[config.mk]
export PLATFORM = sky130hd
export DESIGN_NAME = sc_mem_access_arbiter
export DESIGN_NICKNAME = d
export VERILOG_FILES = /design/src/rtl/sc_mem_access_arbiter.sv
export SDC_FILE = /design/constraint.sdc
export NUM_CORES = 1
export LEC_CHECK = 0
export CORE_ASPECT_RATIO = 0.8
export CORE_MARGIN = 2
export CORE_UTILIZATION = 40
export DETAILED_ROUTE_END_ITERATION = 8
export PLACE_DENSITY = 0.77
export SLEW_MARGIN = 0
export SYNTH_ARGS = -nofsm -noshare
export SYNTH_HDL_FRONTEND = slang
export SYNTH_SLANG_ARGS = --single-unit
[constraint.sdc]
create_clock -name SC_MemArb_CLOCK_50 -period 2 [get_ports SC_MemArb_CLOCK_50]
set_input_delay 0.4 -clock SC_MemArb_CLOCK_50 [delete_from_list [all_inputs] [get_ports SC_MemArb_CLOCK_50]]
set_output_delay 0.4 -clock SC_MemArb_CLOCK_50 [all_outputs]
set_load 0.01 [all_outputs]
[src/rtl/sc_mem_access_arbiter.sv]
// Memory access sequencer for the ARC microprogrammed CPU: arbitrates CPU vs. program loader,
// inserts wait states, waits for memory ready and raises a sticky error on timeout.
module sc_mem_access_arbiter #(
  parameter int DATAWIDTH_ADDR    = 32,
  parameter int DATAWIDTH_DATA    = 32,
  parameter int WAIT_STATES       = 2,
  parameter int TIMEOUT_CYCLES    = 15,
  parameter int DATAWIDTH_TIMEOUT = 4
) (
  input  logic                      SC_MemArb_CLOCK_50,
  input  logic                      SC_MemArb_RESET_InHigh,
  input  logic                      SC_MemArb_Read_InHigh,
  input  logic                      SC_MemArb_Write_InHigh,
  input  logic [DATAWIDTH_ADDR-1:0] SC_MemArb_Addr_InBUS,
  input  logic [DATAWIDTH_DATA-1:0] SC_MemArb_Data_InBUS,
  output logic [DATAWIDTH_DATA-1:0] SC_MemArb_Data_OutBUS,
  output logic                      SC_MemArb_Stall_Out,
  output logic                      SC_MemArb_Done_Out,
  input  logic                      SC_MemArb_LdrReq_InHigh,
  input  logic                      SC_MemArb_LdrWr_InHigh,
  input  logic [DATAWIDTH_ADDR-1:0] SC_MemArb_LdrAddr_InBUS,
  input  logic [DATAWIDTH_DATA-1:0] SC_MemArb_LdrData_InBUS,
  output logic [DATAWIDTH_DATA-1:0] SC_MemArb_LdrData_OutBUS,
  output logic                      SC_MemArb_LdrGrant_Out,
  output logic                      SC_MemArb_LdrAck_Out,
  output logic [DATAWIDTH_ADDR-1:0] SC_MemArb_MemAddr_OutBUS,
  output logic [DATAWIDTH_DATA-1:0] SC_MemArb_MemData_OutBUS,
  output logic                      SC_MemArb_MemRD_Out,
  output logic                      SC_MemArb_MemWR_Out,
  input  logic                      SC_MemArb_MemReady_InHigh,
  input  logic [DATAWIDTH_DATA-1:0] SC_MemArb_MemData_InBUS,
  output logic                      SC_MemArb_Error_Out
);

  typedef enum logic [1:0] {
    S_IDLE   = 2'd0,
    S_ACCESS = 2'd1,
    S_DONE   = 2'd2
  } state_t;

  localparam logic [DATAWIDTH_TIMEOUT-1:0] WAIT_CNT = DATAWIDTH_TIMEOUT'(WAIT_STATES);
  localparam logic [DATAWIDTH_TIMEOUT-1:0] LAST_CNT = DATAWIDTH_TIMEOUT'(TIMEOUT_CYCLES - 1);
  localparam logic [DATAWIDTH_TIMEOUT-1:0] CNT_ONE  = DATAWIDTH_TIMEOUT'(1);

  state_t                      r_state;
  state_t                      w_nextState;
  logic [DATAWIDTH_TIMEOUT-1:0] r_cnt;
  logic                        r_ownerLdr;
  logic                        r_lastLdr;
  logic                        r_dirWr;
  logic [DATAWIDTH_ADDR-1:0]   r_memAddr;
  logic [DATAWIDTH_DATA-1:0]   r_memData;
  logic [DATAWIDTH_DATA-1:0]   r_cpuData;
  logic [DATAWIDTH_DATA-1:0]   r_ldrData;
  logic                        r_error;

  logic w_cpuReq;
  logic w_grantCpu;
  logic w_grantLdr;
  logic w_readyHit;
  logic w_timeout;

  assign w_cpuReq   = SC_MemArb_Read_InHigh | SC_MemArb_Write_InHigh;
  assign w_readyHit = (r_state == S_ACCESS) && (r_cnt >= WAIT_CNT) && SC_MemArb_MemReady_InHigh;
  assign w_timeout  = (r_state == S_ACCESS) && !w_readyHit && (r_cnt == LAST_CNT);

  // Round robin: when both sides ask, the side that did not own the last access wins.
  always_comb begin
    w_nextState = r_state;
    w_grantCpu  = 1'b0;
    w_grantLdr  = 1'b0;
    case (r_state)
      S_IDLE: begin
        if (w_cpuReq && (!SC_MemArb_LdrReq_InHigh || r_lastLdr)) begin
          w_grantCpu = 1'b1;
        end else if (SC_MemArb_LdrReq_InHigh) begin
          w_grantLdr = 1'b1;
        end
        if (w_grantCpu || w_grantLdr) begin
          w_nextState = S_ACCESS;
        end
      end
      S_ACCESS: begin
        if (w_readyHit || w_timeout) begin
          w_nextState = S_DONE;
        end
      end
      S_DONE:  w_nextState = S_IDLE;
      default: w_nextState = S_IDLE;
    endcase
  end

  always_ff @(posedge SC_MemArb_CLOCK_50) begin
    if (SC_MemArb_RESET_InHigh) begin
      r_state    <= S_IDLE;
      r_cnt      <= '0;
      r_ownerLdr <= 1'b0;
      r_lastLdr  <= 1'b1;
      r_dirWr    <= 1'b0;
      r_memAddr  <= '0;
      r_memData  <= '0;
      r_cpuData  <= '0;
      r_ldrData  <= '0;
      r_error    <= 1'b0;
    end else begin
      r_state <= w_nextState;
      case (r_state)
        S_IDLE: begin
          r_cnt <= '0;
          // A CPU read and write raised together is treated as a read.
          if (w_grantCpu) begin
            r_ownerLdr <= 1'b0;
            r_dirWr    <= SC_MemArb_Write_InHigh & ~SC_MemArb_Read_InHigh;
            r_memAddr  <= SC_MemArb_Addr_InBUS;
            r_memData  <= SC_MemArb_Data_InBUS;
          end else if (w_grantLdr) begin
            r_ownerLdr <= 1'b1;
            r_dirWr    <= SC_MemArb_LdrWr_InHigh;
            r_memAddr  <= SC_MemArb_LdrAddr_InBUS;
            r_memData  <= SC_MemArb_LdrData_InBUS;
          end
        end
        S_ACCESS: begin
          r_cnt <= r_cnt + CNT_ONE;
          if (w_readyHit) begin
            if (!r_dirWr) begin
              if (r_ownerLdr) r_ldrData <= SC_MemArb_MemData_InBUS;
              else            r_cpuData <= SC_MemArb_MemData_InBUS;
            end
          end else if (w_timeout) begin
            // Aborted reads return zero so stale data is never mistaken for a result.
            r_error <= 1'b1;
            if (!r_dirWr) begin
              if (r_ownerLdr) r_ldrData <= '0;
              else            r_cpuData <= '0;
            end
          end
        end
        S_DONE:  r_lastLdr <= r_ownerLdr;
        default: r_lastLdr <= r_lastLdr;
      endcase
    end
  end

  assign SC_MemArb_MemRD_Out      = (r_state == S_ACCESS) & ~r_dirWr;
  assign SC_MemArb_MemWR_Out      = (r_state == S_ACCESS) &  r_dirWr;
  assign SC_MemArb_Done_Out       = (r_state == S_DONE)   & ~r_ownerLdr;
  assign SC_MemArb_LdrAck_Out     = (r_state == S_DONE)   &  r_ownerLdr;
  assign SC_MemArb_LdrGrant_Out   = ((r_state == S_ACCESS) | (r_state == S_DONE)) & r_ownerLdr;

  // A waiting CPU stays frozen through a loader DONE; it is only released in its own DONE.
  assign SC_MemArb_Stall_Out = ~SC_MemArb_RESET_InHigh & w_cpuReq &
                               ((r_state == S_IDLE) | (r_state == S_ACCESS) |
                                ((r_state == S_DONE) & r_ownerLdr));

  assign SC_MemArb_Data_OutBUS    = r_cpuData;
  assign SC_MemArb_LdrData_OutBUS = r_ldrData;
  assign SC_MemArb_MemAddr_OutBUS = r_memAddr;
  assign SC_MemArb_MemData_OutBUS = r_memData;
  assign SC_MemArb_Error_Out      = r_error;

endmodule

* Word-level counts from Yosys, hierarchy flattened
Cells that the tools add are included.
Word-level totals: input port bits 167, word-level logic and storage cells 90, output and inout port bits 135, flip-flop bits (word level) 138
Operators by class: add/subtract/negate cells 1, equal/unequal tests 11, muxes and demuxes 31, magnitude comparators 1, bitwise operators 17, reduce and logical (&&, ||, !) cells 19
Operators with widths (count):
- $mux W32 | 16
- $ne A2 B2 Y1 const B | 7
- $reduce_and A6 Y1 | 2
- $mux W1 | 11
- $and A1 B1 Y1 | 8
- $pmux W4 S2 | 1
- $reduce_bool A2 Y1 | 3
- $logic_and A1 B1 Y1 | 5
- $not A1 Y1 | 5
- $add A4 B1 Y4 const B | 1
- $eq A4 B4 Y1 const B | 1
- $ge A4 B2 Y1 const B | 1
- $mux W2 | 2
- $or A1 B1 Y1 | 4
- $pmux W2 S2 | 1
- $reduce_and A2 Y1 | 2
- $logic_or A1 B1 Y1 | 3
- $reduce_and A3 Y1 | 1
- $eq A2 B1 Y1 const B | 1
- $eq A2 B2 Y1 const B | 1
- $logic_not A1 Y1 | 2
- $logic_not A2 Y1 | 1
- $ne A2 B1 Y1 const B | 1

* Depth between registers and ports, before layout
Gate-level depths: netlist (run 1).
depth in word-level cells 9, mapped depth 8, depth with buffers taken out 6

* Least setup slack after synthesis (run 1)
No wires, ideal clock.
kind reg-to-reg, start point register r_cnt[0], end point register r_cpuData[10] (netlist: SC_MemArb_Data_OutBUS[10]), arrival time 1.648 ns, cell stages (with the launch flop) 8, period minus slack after synthesis 1.766 ns, setup slack 0.234 ns, library setup time 0.117 ns, cells stage by stage dfxtp_1 inv_1 ha_1 or4_4 nand2_2 nor3_2 buf_6 a32o_1
On the way: cells in the longest elaborated chain, start to end 8
RTL lines:
- start, declared | line 47 | logic [DATAWIDTH_TIMEOUT-1:0] r_cnt;
- start signal, assigned | line 124 | r_cnt <= r_cnt + CNT_ONE;
- $ge A4 B2 Y1 | line 64 | assign w_readyHit = (r_state == S_ACCESS) && (r_cnt >= WAIT_CNT) && SC_MemArb_MemReady_InHigh;
- $logic_and A1 B1 Y1 (2 in series) | line 64
- $logic_not A1 Y1 | line 65 | assign w_timeout = (r_state == S_ACCESS) && !w_readyHit && (r_cnt == LAST_CNT);
- $logic_and A1 B1 Y1 (2 in series) | line 65
- $ne A2 B2 Y1 (no source line) / $reduce_bool A2 Y1 (equally long branches)
- $reduce_and A6 Y1 (no source line)
- end signal, assigned | line 128 | else r_cpuData <= SC_MemArb_MemData_InBUS;
- end, declared | line 53 | logic [DATAWIDTH_DATA-1:0] r_cpuData;
Several ways; a longest one is shown, not always the timed one. A chain may end at the register's enable or synchronous reset.

* Worst setup path after layout (run 1)
start point register r_state[0], end point output port SC_MemArb_LdrAck_Out
On the way: cells in the longest elaborated chain, start to end 2
RTL lines:
- start, declared | line 45 | state_t r_state;
- start signal, assigned | line 106 | r_state <= w_nextState;
- $eq A2 B2 Y1 | line 148 | assign SC_MemArb_LdrAck_Out = (r_state == S_DONE) & r_ownerLdr;
- $and A1 B1 Y1 | line 148
- end, declared | line 25 | output logic SC_MemArb_LdrAck_Out,
No other way between the ends.

==> reports/metrics.csv, run 1 <==
metric;value;unit
synthAdderAreaFrac;1.31;%
peakVddDrop;743;µV
synth_nets;754;
insertion_delay;0.41;ns
area.growth.synth_to_final;71.5;%
fmax;0.526;GHz
tns;0;ns
path_cells;inv_1 > ha_1 > nand2_1 > inv_1 > dlygate4sd2_1;
power_leakage;3.96;nW
avgSynthCellArea;9.85;µm²
routedWlPerCell;16.5;µm
syn_inst;581;
yosys_register_bits;138;
power.total;12.5;mW
worstMarginPinSlew;0.529;ns
syn_area;5720;µm²
synth_compound_area_share;21.4;%
cts_setup_buffers;0;
comb_power_share;44.2;%
holdPathStages;2;
crit_family;buffers and inverters;
synth_top_family_by_area;compound AO/OA/AOI/OAI gates;
crit_type;register to primary output;
antenna_found_initial;0;
r2r_cells;9;
drv_slew;0;
synth_mux_area_share;11.5;%
hpwl;13.9;mm
skew;0.00776;ns
rows;39;
pre_cts_ws;-0.221;ns
p_sw_share;32.5;%
status;finished clean;
fillers;1035;
reg2reg_to;SC_MemArb_LdrData_OutBUS[14]$_SDFFE_PP0P_;
crit_top_cell;inv_1;
vias_per_cell;5.10;
crit_buf_inv;3;
setup_viol;0;
power_density;1270;nW/µm²
rsz0062_at_grt;false;
core-area;14200;µm²
drtIter0Drc;246;
yosys.cell_types.count;39;
drc_errors;0;
start_util;40.5;%
finalHoldViolations;0;
cpPeakStageDelay;0.35;ns
grt_pass1_vias;5592;
grt.total_usage;23.3;%
cts_buffers;17;
switching_power;4.06;mW
synthSimpleGateAreaFrac;11.9;%
detail-route-antenna-nets;0;
min_path_type;register to register;
grt_pass1_wl;27.6;mm
io_pins;302;
dieArea;15300;µm²
clk_path_buf_depth;2;
post_dp_cell_area;9210;µm²
num_vias;5579;
internal_power;8.44;mW
start_kind;register;
post-route-period-util;95.1;%
rrSetupSlack;0.13;ns
io_buffer_count;301;
critPathMaxFanout;3;
stdcell_area;9820;µm²
gp_congestion;0.909;
cts.sinks;138;
ys_seq_area_share;48.3;%
clockPowerShare;25.8;%
crit_required;1.60;ns
die_h;111;µm
h-tree-depth;4;
cp.arrival;1.50;ns
fin_crit;1.90;ns
worst_slack;0.0986;ns
firstDrtPassIters;5;
cts_tree;built;
routed_wl;18.0;mm
yosys_warnings;0;
nets;1069;
maxSlewHeadroom;64.7;%
synth_xor_xnor_area_share;0.153;%
dieWidth;138;µm
cts-root-buf;clkbuf_16;
slowest_stage;dfxtp_2;
hp-start;SC_MemArb_LdrData_OutBUS[19]$_SDFFE_PP0P_;
cp-end-kind;primary output;
timing.rr.start;r_state[1]$_SDFFE_PP0P_;
diodes;0;
drive_gt1_share;13.3;%
overflow;0;
whs;0.459;ns
drv_cap;0;
p_seq_share;30.0;%
grt_max_degree;58;
hold_end;SC_MemArb_LdrData_OutBUS[19]$_SDFFE_PP0P_;
clk_pin_slew;0.06;ns
## flip-flops by register name, indices dropped and copies added, names as in the netlist
name                      flops
SC_MemArb_Data_OutBUS        32
SC_MemArb_LdrData_OutBUS     32
SC_MemArb_MemAddr_OutBUS     32
SC_MemArb_MemData_OutBUS     32
r_cnt                         4
r_state                       2
SC_MemArb_Error_Out           1
r_dirWr                       1
r_lastLdr                     1
r_ownerLdr                    1
## power groups by stage
stage                     clock network (mW)  logic, mW  registers (mW)
after floorplan                            0       2.40            4.04
after global placement                     0       5.44            3.75
after detailed placement                   0       5.58            3.79
after CTS                               3.28       5.59            3.75
after global routing                    3.39       5.93            3.83
final                                   3.23       5.53            3.75
## worst max-delay path by stage
stage / endpoint / start / depth (start not counted) / slack, ns
finish: SC_MemArb_LdrAck_Out / r_state[0]$_SDFFE_PP0P_ / 5 / 0.1
global route: SC_MemArb_LdrGrant_Out / r_state[0]$_SDFFE_PP0P_ / 4 / 0.03
CTS: SC_MemArb_LdrGrant_Out / r_state[0]$_SDFFE_PP0P_ / 4 / 0.008
detailed placement: SC_MemArb_Stall_Out / SC_MemArb_Write_InHigh / 4 / -0.22
global placement: SC_MemArb_Stall_Out / SC_MemArb_Write_InHigh / 4 / -0.11
floorplan: SC_MemArb_Data_OutBUS[10]$_SDFFE_PP0P_ / r_cnt[0]$_SDFFE_PP0N_ / 7 / 0.23
## cells in the mapped netlist
cell type / count / share of area, %
or2_2: 1 / 0.11
a211oi_1: 66 / 8.7
and2_1: 2 / 0.22
nor3b_1: 3 / 0.39
o311ai_1: 1 / 0.15
a21boi_0: 1 / 0.13
dfxtp_1: 138 / 48
nand2_2: 1 / 0.11
a32o_1: 33 / 5.8
xnor2_1: 1 / 0.15
and3b_1: 1 / 0.15
a22o_1: 2 / 0.31
buf_4: 3 / 0.39
nor3_2: 1 / 0.17
nand3b_1: 1 / 0.13
o21ai_2: 30 / 4.6
clkbuf_2: 4 / 0.35
clkbuf_1: 23 / 1.5
nand2_1: 67 / 4.4
a31oi_1: 1 / 0.11
ha_1: 6 / 1.3
nand3_1: 4 / 0.35
nor2_1: 74 / 4.9
or4_4: 1 / 0.20
buf_1: 4 / 0.26
nand4_1: 1 / 0.11
nor3_1: 1 / 0.087
a21o_1: 1 / 0.13
buf_6: 7 / 1.4
inv_1: 9 / 0.59
a21oi_1: 4 / 0.35
o21ai_0: 3 / 0.26
buf_2: 10 / 0.87
nor2b_1: 3 / 0.33
a31o_2: 1 / 0.15
nand2b_1: 3 / 0.33
o211a_1: 2 / 0.35
a41oi_4: 1 / 0.48
mux2i_1: 66 / 12
## layer usage
| layer | track usage [%] | vias up | share of wire [%] |
|---|---|---|---|
| li1 | - | 2727 | - |
| met1 | 25.4 | 2584 | 39 |
| met2 | 41.7 | 235 | 50 |
| met3 | 6.86 | 33 | 8.2 |
| met4 | 9.18 | 0 | 2.7 |
| met5 | 0 | - | 0 |
## area by class of cell
class	count	area (µm²)	area share, %
timing repair buffer	347	3490	35.5
sequential	138	2770	28.2
multi-input combinational	383	2690	27.3
clock buffer	23	478	4.87
tap	184	230	2.34
clock inverter	9	138	1.40
inverter	9	33.8	0.344
## logic make-up after synthesis
group                      after synthesis
xor gates and xnor gates                 1
muxes                                   66
and+or+nand+nor                        164
adders and majority gates                6
AOI/OAI and AO/OA                      146
DFF                                    138
buffers and inverters                   60
## worst register-to-register path, delay by kind of cell, from the launching register on
| kind | cells | cell delay, ns |
|---|---|---|
| buffers and inverters | 4 | 0.59 |
| AND/OR/NAND/NOR | 2 | 0.38 |
| flip-flops | 1 | 0.34 |
| AO/OA/AOI/OAI | 2 | 0.29 |
| adder cells (fa/ha/maj) | 1 | 0.21 |
## layout by cell type (no fill, tap or decap), types with 8 or more instances in the layout
cell,count
clkdlybuf4s50_1,294
dfxtp_1,136
buf_12,12
o21ai_2,30
a211oi_1,65
inv_1,8
clkbuf_16,17
a32o_1,33
nand2_1,67
nor2_1,74
mux2i_1,66
buf_4,34
## per-stage QoR
| stage | utilization, % | std cells |
|---|---|---|
| final | 69.4 | 1093 |
| after global routing | 69.4 | 1093 |
| after CTS | 69.4 | 1093 |
| after detailed placement | 65.1 | 1061 |
| after global placement | 65.1 | 1061 |
| after floorplan | - | 581 |
## timing repair
item,CTS,global route
gates resized for setup,12,3
hold buffers,0,0
pin swaps,0,0
endpoints found under the setup margin,6,3
hold endpoints to repair,0,0
Power figures use the tool's default switching activity.
==> run 2, diff against run 1 <==
Settings changed: ABC_AREA set to 0.
==> results of run 2 <==
Same layout as run 1: the final DEF is identical, and so are final timing and power.
==> variant, RTL diff (settings of run 2) <==
The parameter `DATAWIDTH_DATA` goes from 32 to 64.
--- a/src/rtl/sc_mem_access_arbiter.sv
+++ b/src/rtl/sc_mem_access_arbiter.sv
@@ -4,3 +4,3 @@
   parameter int DATAWIDTH_ADDR    = 32,
-  parameter int DATAWIDTH_DATA    = 32,
+  parameter int DATAWIDTH_DATA    = 64,
   parameter int WAIT_STATES       = 2,
Ports: changed (6 resized); port bits go from 302 to 494. The function was not compared with the original's and may differ.
==> variant against run 2 <==
  * Sequential power grew 66%
  * Cell area grew 62%
  * Clock skew grew 3.6 ps
  * Via count grew 88%
  * Synthesized area grew 67%
  * Non-clock buffer count grew 217
  * Critical path depth is the same
  * Total power grew 49%
  * Sequential share of layout area grew 1.3 points
  * Setup slack lost 63 ps
  * Wire length grew 120%
  * First-iteration DRC count grew to 3.2 times the old value
  * Sequential cell count grew 96
  * Largest power group unchanged
==> variant: results (changes against run 2) <==
[outcome]
status = finished clean

[finish]
syn_to_final_growth_pct = 67.0
clock_buffers = 36  ; +57%
register_area_mm2 = 0.00469  ; +70%
fillCellCount = 1807  ; +75%
multiInputGateArea_mm2 = 0.00425  ; +58%
drive_above_1_share = 0.101  ; -0.0320
buffer_area_frac = 0.359  ; +0.00336
num-nonclk-buffers = 564  ; +63%
n_antenna_cell = 1  ; +1
fin_nets = 1675  ; +57%

[sta]
worst_pin_slew_ps = 511  ; -18.1 ps
worst_clock_skew_ps = 11.3  ; +3.58 ps

[grt]
grt_pass1_wl_mm = 57.7  ; +110%
grt_start_max_net_pins = 86  ; +48%
grt_pass1_vias = 9976  ; +78%
grt_util_all_layers = 0.291  ; +0.0583
antenna_found_initial = 1  ; +1

[route]
via_per_inst = 6.03  ; +18%
drtIter0Drc = 777  ; +220%

[placement]
place_hpwl_mm = 27.3  ; +96%
portBuffers = 493  ; +64%
place_congestion = 0.975  ; +7.2%

[clock_tree]
htree_levels = 1  ; -3
numCtsBuffers = 25  ; +8
clock_latency_ps = 520  ; +110 ps
cts_resized = 33  ; +21
clk_path_buf_depth = 3  ; +1

[synth]
synth_compound_area_frac = 0.344  ; +0.129
synthMuxAreaShare = 0.00210  ; -0.113
synth_fa_ha_area_frac = 0.00786  ; -0.00525
synth_nets = 1225  ; +62%
ys_seq_area_frac = 0.491  ; +0.00814
synthTopCellsByArea = dfxtp_1 49%, a32o_1 13%, o31ai_1 7.6%
syn_area_per_cell_um2 = 9.98  ; +1.3%

[worst_hold_path]
hp-class = in -> reg

[setup_path]
arrival_ps = 1560  ; +60 ps

[pwr]
leakage_nw = 5.83  ; +47%
vdd_drop_max_mv = 0.794  ; +6.8%

-- variant: cell count changes in the layout (fill, tap and decap cells not counted), sizes merged, moves of 66 or more --
cell and change:
nand4 +95, o21ai +66, clkdlybuf4s50 +193, a32o +96
o31ai +96, a31oi +95, dfxtp +96, nor2 -68
-- variant: critical path, stage by stage (launching register included) --
cell and delay [ps]:
dfxtp_4 390, inv_6 50, ha_4 160, nor2_2 190, a211oi_2 100, buf_2 150
-- variant: metal layers --
layer | routed length (um) | GRT usage | vias to the layer above
li1 | - | - | 4797
met1 | 14600 | 0.347 | 4981
met2 | 18600 | 0.483 | 577
met3 | 3500 | 0.0751 | 121
met4 | 2160 | 0.153 | 0
met5 | 0 | 0 | -
-- variant: worst paths after layout --
kind                                     start                           end  slack (ps)  depth (start not counted)
hold reg to reg   SC_MemArb_LdrData_OutBUS[44]  SC_MemArb_LdrData_OutBUS[44]         490                          1
setup reg to reg                      r_cnt[0]  SC_MemArb_LdrData_OutBUS[17]         140                          6
setup / recovery                    r_state[0]           SC_MemArb_Stall_Out          40                          5
hold / removal     SC_MemArb_LdrData_InBUS[34]  SC_MemArb_MemData_OutBUS[34]         460                          3
-- variant: power by group --
| group | internal [mW] | total (mW) | switching (mW) | leakage, nW |
|---|---|---|---|---|
| clock | 2.82 | 4.73 | 1.91 | 0.418 |
| sequential | 5.67 | 6.21 | 0.545 | 1.91 |
| combinational | 3.68 | 7.69 | 4.00 | 3.50 |
| total | 12.2 | 18.6 | 6.46 | 5.83 |
-- variant: through the flow --
step,std cells,setup TNS (ps),util
after floorplan,956,0,-
after global placement,1691,-20700,0.644
after detailed placement,1691,-24280,0.644
after CTS,1736,0,0.680
after global routing,1737,-24.5,0.681
final,1737,0,0.681
